File: config.mk
export PLATFORM = sky130hd
export DESIGN_NAME = cmd_issuer
export DESIGN_NICKNAME = d
export VERILOG_FILES = /design/src/rtl/cmd_issuer_pkg.sv /design/src/rtl/cmd_issuer_fifo.sv /design/src/rtl/cmd_issuer.sv
export SDC_FILE = /design/constraint.sdc
export NUM_CORES = 1
export LEC_CHECK = 0
export BUFFER_PORTS_ARGS = -buffer_cell sky130_fd_sc_hd__buf_2
export CAP_MARGIN = 20
export CORE_MARGIN = 3
export CORE_UTILIZATION = 48
export CTS_BUF_LIST = sky130_fd_sc_hd__clkbuf_16
export DETAILED_ROUTE_END_ITERATION = 8
export GPL_ROUTABILITY_DRIVEN = 1
export GPL_TIMING_DRIVEN = 0
export PLACE_DENSITY = 0.79
export SYNTH_ARGS = -nofsm -noshare
export SYNTH_HDL_FRONTEND = slang
export SYNTH_SLANG_ARGS = --single-unit
File: constraint.sdc
create_clock -name clk1 -period 2.3 [get_ports clk1]
set_clock_uncertainty 0.05 [all_clocks]
set_input_delay 0.23 -clock clk1 [delete_from_list [all_inputs] [get_ports clk1]]
set_output_delay 0.23 -clock clk1 [all_outputs]
set_load 0.005 [all_outputs]
File: src/rtl/cmd_issuer_pkg.sv
// Shared types for the CPU command issuer: FSM states, command word type and the NOP opcode.
package cmd_issuer_pkg;

  typedef logic [6:0] cmd_t;

  localparam cmd_t NOP = 7'h00;

  typedef enum logic [1:0] {
    IDLE,
    ISSUE,
    WAIT_DONE,
    CAPTURE
  } state_e;

endpackage

File: src/rtl/cmd_issuer_fifo.sv
// cmd_fifo: in-order command queue with power-of-two depth and an occupancy count.
module cmd_fifo #(
  parameter  int WIDTH = 7,
  parameter  int DEPTH = 4,
  localparam int AW    = $clog2(DEPTH),
  localparam int CW    = AW + 1
) (
  input  logic             clk,
  input  logic             rst_n,
  input  logic             push,
  input  logic [WIDTH-1:0] push_data,
  input  logic             pop,
  output logic [WIDTH-1:0] head,
  output logic             full,
  output logic             empty,
  output logic [CW-1:0]    count
);

  logic [WIDTH-1:0] mem [DEPTH];
  logic [AW-1:0]    wr_ptr;
  logic [AW-1:0]    rd_ptr;
  logic             do_push;
  logic             do_pop;

  assign full    = (count == CW'(DEPTH));
  assign empty   = (count == '0);
  assign do_push = push && !full;
  assign do_pop  = pop && !empty;
  assign head    = mem[rd_ptr];

  // NOTE: storage carries no reset; the pointers and count alone define what is valid.
  always_ff @(posedge clk) begin
    if (do_push) mem[wr_ptr] <= push_data;
  end

  // Pointers wrap on their own because DEPTH is a power of two.
  always_ff @(posedge clk or negedge rst_n) begin
    if (!rst_n) begin
      wr_ptr <= '0;
      rd_ptr <= '0;
      count  <= '0;
    end else begin
      if (do_push) wr_ptr <= wr_ptr + AW'(1);
      if (do_pop)  rd_ptr <= rd_ptr + AW'(1);
      if (do_push && !do_pop)      count <= count + CW'(1);
      else if (do_pop && !do_push) count <= count - CW'(1);
    end
  end

endmodule

File: src/rtl/cmd_issuer.sv
// cmd_issuer: queues commands and feeds them one at a time to a CPU, returning its results.
// Optional issue timeout enabled by defining CMD_ISSUER_TIMEOUT_EN.
module cmd_issuer
  import cmd_issuer_pkg::*;
#(
  parameter int WIDTH   = 8,
  parameter int DEPTH   = 4,
  parameter int TIMEOUT = 16
) (
  input  logic                     clk1,
  input  logic                     reset1,
  input  logic                     push_valid,
  input  cmd_t                     push_cmd,
  output logic                     push_ready,
  output cmd_t                     cmd_out,
  input  logic                     cpu_rdy,
  input  logic [2*WIDTH-1:0]       cpu_result,
  input  logic                     cpu_zero,
  input  logic                     cpu_error,
  output logic                     res_valid,
  input  logic                     res_ready,
  output logic [2*WIDTH-1:0]       res_data,
  output logic                     res_zero,
  output logic                     res_error,
  output cmd_t                     res_cmd,
  output logic [$clog2(DEPTH):0]   fifo_count,
  output logic                     timeout_err
);

  state_e state, state_next;
  cmd_t   head;
  cmd_t   cur_cmd;
  logic   full, empty;
  logic   pop, start, accept, capture, timeout_hit;

  assign push_ready = !full;

  cmd_fifo #(.WIDTH(7), .DEPTH(DEPTH)) u_fifo (
    .clk       (clk1),
    .rst_n     (reset1),
    .push      (push_valid),
    .push_data (push_cmd),
    .pop       (pop),
    .head      (head),
    .full      (full),
    .empty     (empty),
    .count     (fifo_count)
  );

`ifdef CMD_ISSUER_TIMEOUT_EN
  localparam int TO_W = $clog2(TIMEOUT + 1);
  logic [TO_W-1:0] to_cnt;

  always_ff @(posedge clk1 or negedge reset1) begin
    if (!reset1) begin
      to_cnt      <= '0;
      timeout_err <= 1'b0;
    end else begin
      if (state != ISSUE || timeout_hit) to_cnt <= '0;
      else if (cpu_rdy)                  to_cnt <= to_cnt + TO_W'(1);
      if (timeout_hit) timeout_err <= 1'b1;
    end
  end
`else
  assign timeout_err = 1'b0;
`endif

  // NOTE: every comb output gets a default first so no path leaves a latch behind.
  always_comb begin
    state_next  = state;
    pop         = 1'b0;
    start       = 1'b0;
    accept      = 1'b0;
    capture     = 1'b0;
    timeout_hit = 1'b0;
    case (state)
      IDLE: if (!empty && cpu_rdy) begin
        start      = 1'b1;
        state_next = ISSUE;
      end
      ISSUE: begin
        if (!cpu_rdy) begin
          accept     = 1'b1;
          pop        = 1'b1;
          state_next = WAIT_DONE;
        end
`ifdef CMD_ISSUER_TIMEOUT_EN
        else if (to_cnt == TO_W'(TIMEOUT - 1)) begin
          timeout_hit = 1'b1;
          pop         = 1'b1;
          state_next  = IDLE;
        end
`endif
      end
      WAIT_DONE: if (cpu_rdy) state_next = CAPTURE;
      CAPTURE: if (!res_valid) begin
        capture    = 1'b1;
        state_next = IDLE;
      end
      default: state_next = IDLE;
    endcase
  end

  // NOTE: state is updated with non-blocking assignments so every register samples pre-edge values.
  always_ff @(posedge clk1 or negedge reset1) begin
    if (!reset1) state <= IDLE;
    else         state <= state_next;
  end

  // The accepted command is parked in cur_cmd so res_cmd stays stable while a result is pending.
  always_ff @(posedge clk1 or negedge reset1) begin
    if (!reset1) begin
      cmd_out   <= NOP;
      cur_cmd   <= NOP;
      res_valid <= 1'b0;
      res_data  <= '0;
      res_zero  <= 1'b0;
      res_error <= 1'b0;
      res_cmd   <= NOP;
    end else begin
      if (start)                      cmd_out <= head;
      else if (accept || timeout_hit) cmd_out <= NOP;
      if (accept) cur_cmd <= cmd_out;
      if (capture) begin
        res_valid <= 1'b1;
        res_data  <= cpu_result;
        res_zero  <= cpu_zero;
        res_error <= cpu_error;
        res_cmd   <= cur_cmd;
      end else if (res_valid && res_ready) begin
        res_valid <= 1'b0;
      end
    end
  end

endmodule

# Word-level counts from Yosys, hierarchy flattened
# Memory sizes are Yosys's and may differ from the RTL's.
# Cells that the tools add are included.
[word_totals] ff_bits=49 ramBits=28 input_bits=30 out_inout_bits=38 word_cells=59 n_memories=1
[op_classes] addsub=4 eq_ne=8 mux=19 reduce_logical=16
[memory_table] memory="u_fifo.mem" depth=4 width=7 rd=1 rd_ports_with_merged_regs=0 wr=1 line="cmd_issuer_fifo.sv:19" text="logic [WIDTH-1:0] mem [DEPTH];"
[ops] operator="7-bit 2-to-1 mux" n=2
[ops] operator="1-bit 2-to-1 mux" n=10
[ops] operator="2-bit 2-to-1 mux" n=4
[ops] operator="2-bit inequality test (second input constant)" n=4
[ops] operator="2-bit case mux with 4 select lines" n=1
[ops] operator="1-bit logical AND" n=6
[ops] operator="3-bit 2-to-1 mux" n=2
[ops] operator="2-bit nonzero test" n=3
[ops] operator="2-bit by 1-bit adder with 2-bit output (second input constant)" n=2
[ops] operator="2-bit == test (second input constant)" n=2
[ops] operator="1-bit zero test" n=4
[ops] operator="4-bit AND reduction" n=1
[ops] operator="3-bit by 1-bit adder with 3-bit output (second input constant)" n=1
[ops] operator="3-bit == test (second input constant)" n=1
[ops] operator="3-bit zero test" n=1
[ops] operator="3-bit by 1-bit subtractor with 3-bit output (second input constant)" n=1
[ops] operator="2-bit by 1-bit == test with 1-bit output (second input constant)" n=1
[ops] operator="2-bit zero test" n=1

# Longest topological paths before layout
[logic_depth] ltp_word=7 ltp_mapped=11 depth_no_buf=10

# Hierarchy
# Synthesis repeated with hierarchy kept, for this count alone.
[unflattened] hier_cells=211 area_unflattened_um2=3166.8
[modules_own_cells] module="cmd_issuer" instances=1 cells_each=138 area_each_um2=1724.2 seq_area_each_um2=1051.0
[modules_own_cells] module="cmd_fifo" instances=1 cells_each=73 area_each_um2=1442.6 seq_area_each_um2=1016.0

# Worst setup path after synthesis
# No wires, ideal clock.
[synth_timing] kind="reg2reg" start="reg state[1]" end="reg u_fifo.count[1]" setup_time_ps=125 t_arrival_ps=2072 required_time_ps=2125 slack_ps=53 path_stages_with_launch=10 path_buffers=1 period_less_slack_ps=2247 cell_sequence="dfrtp_1 inv_1 ha_1 nor2b_1 clkbuf_1 nand2_1 ha_1 inv_1 fa_1 mux2_2"
[synth_via] elab_chain_cells=6 word_cells_on_any_way=8 cone_classes="1 x eq/ne; 2 x mux; 5 x reduce/logical"
[synth_lines] item="start: declaration" line="cmd_issuer.sv:30" text="state_e state, state_next;"
[synth_lines] item="start signal: assignment" line="cmd_issuer.sv:107" text="else state <= state_next;"
[synth_lines] item="2-bit by 1-bit == test with 1-bit output (*)" line="cmd_issuer.sv:76" text="case (state)"
[synth_lines] item="1-bit 2-to-1 mux (*)" line="cmd_issuer.sv:76"
[synth_lines] item="1-bit logical AND (*)" line="cmd_issuer_fifo.sv:28" text="assign do_pop = pop && !empty;"
[synth_lines] item="1-bit zero test" line="cmd_issuer_fifo.sv:45" text="if (do_push && !do_pop) count <= count + CW'(1);"
[synth_lines] item="1-bit logical AND" line="cmd_issuer_fifo.sv:45"
[synth_lines] item="3-bit 2-to-1 mux or 2-bit nonzero test (tied branches)"
[synth_lines] item="end signal: assignment" line="cmd_issuer_fifo.sv:45"
[synth_lines] item="end signal: assignment" line="cmd_issuer_fifo.sv:46" text="else if (do_pop && !do_push) count <= count - CW'(1);"
[synth_lines] item="end: declaration" line="cmd_issuer_fifo.sv:16" text="output logic [CW-1:0] count"
# Mark *: on every way between the ends. The rest lies on a longest branch, timed or not.
# A chain may end at the register's enable or synchronous reset.

# Worst setup path after layout
[layout_timing] start="reg u_fifo.count[2]" end="reg u_fifo.count[2]"
[layout_via] elab_chain_cells=6 word_cells_on_any_way=15 cone_classes="2 x add/sub; 1 x eq/ne; 2 x mux; 10 x reduce/logical"
[layout_lines] item="branches (longest 6 deep; another with 3-bit by 1-bit subtractor with 3-bit output)"
# Several ways; the timed one is not identified. The select of a mux whose other input is x is not followed.

==> impl_results.md <==
* Status: completed
* Standard-cell row count at 28
* Port Buffers at 66
* Max VDD drop at between 0.0007 and 0.0008 V
* Distinct cell type count after synthesis at 30
* Final Hold Viols at 0
* N_diodes at 0
* Biggest area consumer among synthesized cells: dfrtp_1
* RePlAce Congestion at 0.697
* # setup viols final at 0
* Largest net degree at the start of global routing at 50
* DRT antenna net count at 0
* Synth top cells by count: dfrtp_1, nand2_1, edfxtp_1, mux2_2, ha_1
* Core Region at approximately 6000 um^2
* Mapped cell area at 3140 um^2
* DP HPWL at 3.76 mm
* Mean Syn Cell Area at 14.9 um^2
* First-pass GRT wire length at between 9 and 10 mm
* Die Y at 86.9 um
* Post-synthesis sequential area ratio at 0.658
* Grt ovf at 0
* YS warnings at 0
* Clock sinks at 77
* Final period utilization at 0.967
* Synth Instances at 210
* # fillers at 472
* Initial DRT Pass Iterations at 4
* Final nets at 334
* EDFF count, synth at 28
* Syn nets at approximately 250
* DRC at 0
* Layout cells sized above 1 at 0.470
* Area fraction of the dominant cell type after synthesis at 0.391
* CP Launch Point: u_fifo.count[2]
* DP Cell Count at ~350
* Core Util, Final at 0.644
* CTS Buffer Depth at 2
* Fin crit period at roughly 2.2 ns
* CTS tree: yes
* Lkg Pwr at 1.82 nW
* RR Startpoint: u_fifo.count[2]
* Vias per std cell at 5.01
* Starting Density at 0.512
* WP data required at 2.50 ns
* Critical Path Source Type: register
* Vias in the first global route at 1992
* Ys async rst share at 0.636
* Setup CP Type: reg2reg
* Hold Startpoint: res_ready
* Most numerous cell in the Yosys netlist: dfrtp_1
* Clk_lat worst skew at 0.33 ns
* Fmax at 450 MHz
* DRT iter0 DRCs at 74
* Slew Limit Fails at 0
* Sequential cell area at 2070 um^2
* FF+latch count, synth at 77
* Die W at 86.9 um
* Area Growth Syn to Fin at 25.8%
* GRT Total Usage at 0.162
* Top FF cell, synth: dfrtp_1
* Clock slew at reported path FFs at 0.06 ns
* Vias post-DR at 1868
* Worst Path Arrival at between 2 and 2.5 ns
* Hold crit path type: in2reg
* Multi-input logic area at between 1000 and 1500 um^2
* Synth area leaders: dfrtp_1, edfxtp_1, mux2_2
* CP Max Fanout at 7
* Worst Setup End Kind: register
* Fin cells at 373
* Final wirelength at 5.47 mm
* I/O pin count at 68
* Worst-Margin Slew at between 0.8 and 0.9 ns
* Post-DR wirelength/cell at between 10 and 15 um
* H-tree depth at 3
* TritonCTS buffer count at 9
* Die area at 7550 um^2
* Max_cap viols at 0
* Final hold slack at 0.0256 ns
* Clk root buf: clkbuf_16
* Slew HR at 0.427
* P per Cell Area at 1370 nW/um^2
* Antenna violations before repair at 0
cell type report:
type                    count  area share
multi-input cells         119       0.257
clock inverters             5     0.00729
clock buffers              11      0.0697
inverters                   5     0.00475
plain buffers               9      0.0152
well taps                  75      0.0238
repair buffers             72      0.0988
flip-flops and latches     77       0.524
kinds of logic (layout without fill, tap and decap cells):
kind of cell             count (synthesis)  in the layout  synth area share
AO/OA/AOI/OAI                            6              6            0.0179
XOR/XNOR                                 6              6            0.0167
adder cells (fa/ha/maj)                 11             11            0.0462
buffers and inverters                   14            102            0.0219
flip-flops                              77             77             0.658
multiplexers                            36             36             0.155
other                                    1              1           0.00119
AND/OR/NAND/NOR                         59             59            0.0825
where the power goes:
part	internal (mW)	switching, mW	total, mW
Clock	0.855	0.525	1.38
Combinational	0.987	0.849	1.84
Sequential	1.95	0.247	2.19
metal layers:
layer | part of all wire | GRT usage
met1 | 0.40 | 0.181
met2 | 0.50 | 0.274
met3 | 0.091 | 0.0728
met4 | 0.014 | 0.0524
met5 | 0 | 0
layout by cell type, fill, tap and decap left out, types with 2 or more instances in the layout:
cell type	instances
xor2_1	2
nor2_1	5
edfxtp_1	28
clkbuf_1	2
dfrtp_2	2
buf_4	5
xnor2_1	4
ha_2	2
clkinv_2	3
inv_1	4
dfrtp_1	47
nand2_1	36
mux2_2	27
and2_1	4
clkbuf_16	11
ha_1	8
buf_2	70
mux4_2	7
nand3_1	8
worst paths after layout:
path                       cells after the start               to  slack [ns]
max                                            9  u_fifo.count[2]        0.08
min reg2reg                                    2       cur_cmd[1]        0.42
max in group asynchronous                      3  u_fifo.count[0]        1.48
max reg2reg                                    9  u_fifo.count[2]        0.08
min                                            2        res_valid        0.03
min in group asynchronous                      2      res_data[4]        0.24
worst max-delay path, stage by stage, from the launching register on:
cell and delay (ns):
dfrtp_1 0.38, buf_6 0.14, or3_2 0.44, nand2_2 0.10, ha_2 0.20, inv_1 0.05, fa_1 0.37, xor2_1 0.16
nor2_1 0.11, xor2_1 0.15
repair_timing:
| item | in CTS | in global routing |
|---|---|---|
| hold buffers | 0 | 1 |
| endpoints found under the hold margin | 0 | 8 |
| setup endpoints to repair | 2 | 2 |
| pin swaps | 0 | 1 |
| resized for setup | 7 | 3 |
| setup buffers | 1 | 3 |
through the flow:
stage	setup slack, ns	power (mW)	instance area [um^2]	setup TNS, ns
6_report	0.0761	5.41	3950	0
5_1_grt	-0.00676	5.80	3950	-0.00676
4_1_cts	0.0199	5.43	3890	0
3_5_place_dp	-0.252	4.00	3560	-0.358
3_3_place_gp	-0.190	3.91	3560	-0.250
2_1_floorplan	0.0532	3.38	3140	0
state kept, by name (all words and copies together) (netlist names):
signal         flops
u_fifo.count       3
state              2
cur_cmd            7
res_valid          1
u_fifo.mem        28
cmd_out            7
res_data          16
res_cmd            7
res_zero           1
u_fifo.rd_ptr      2
res_error          1
u_fifo.wr_ptr      2
Note: power is estimated with default switching activity, not from simulation.
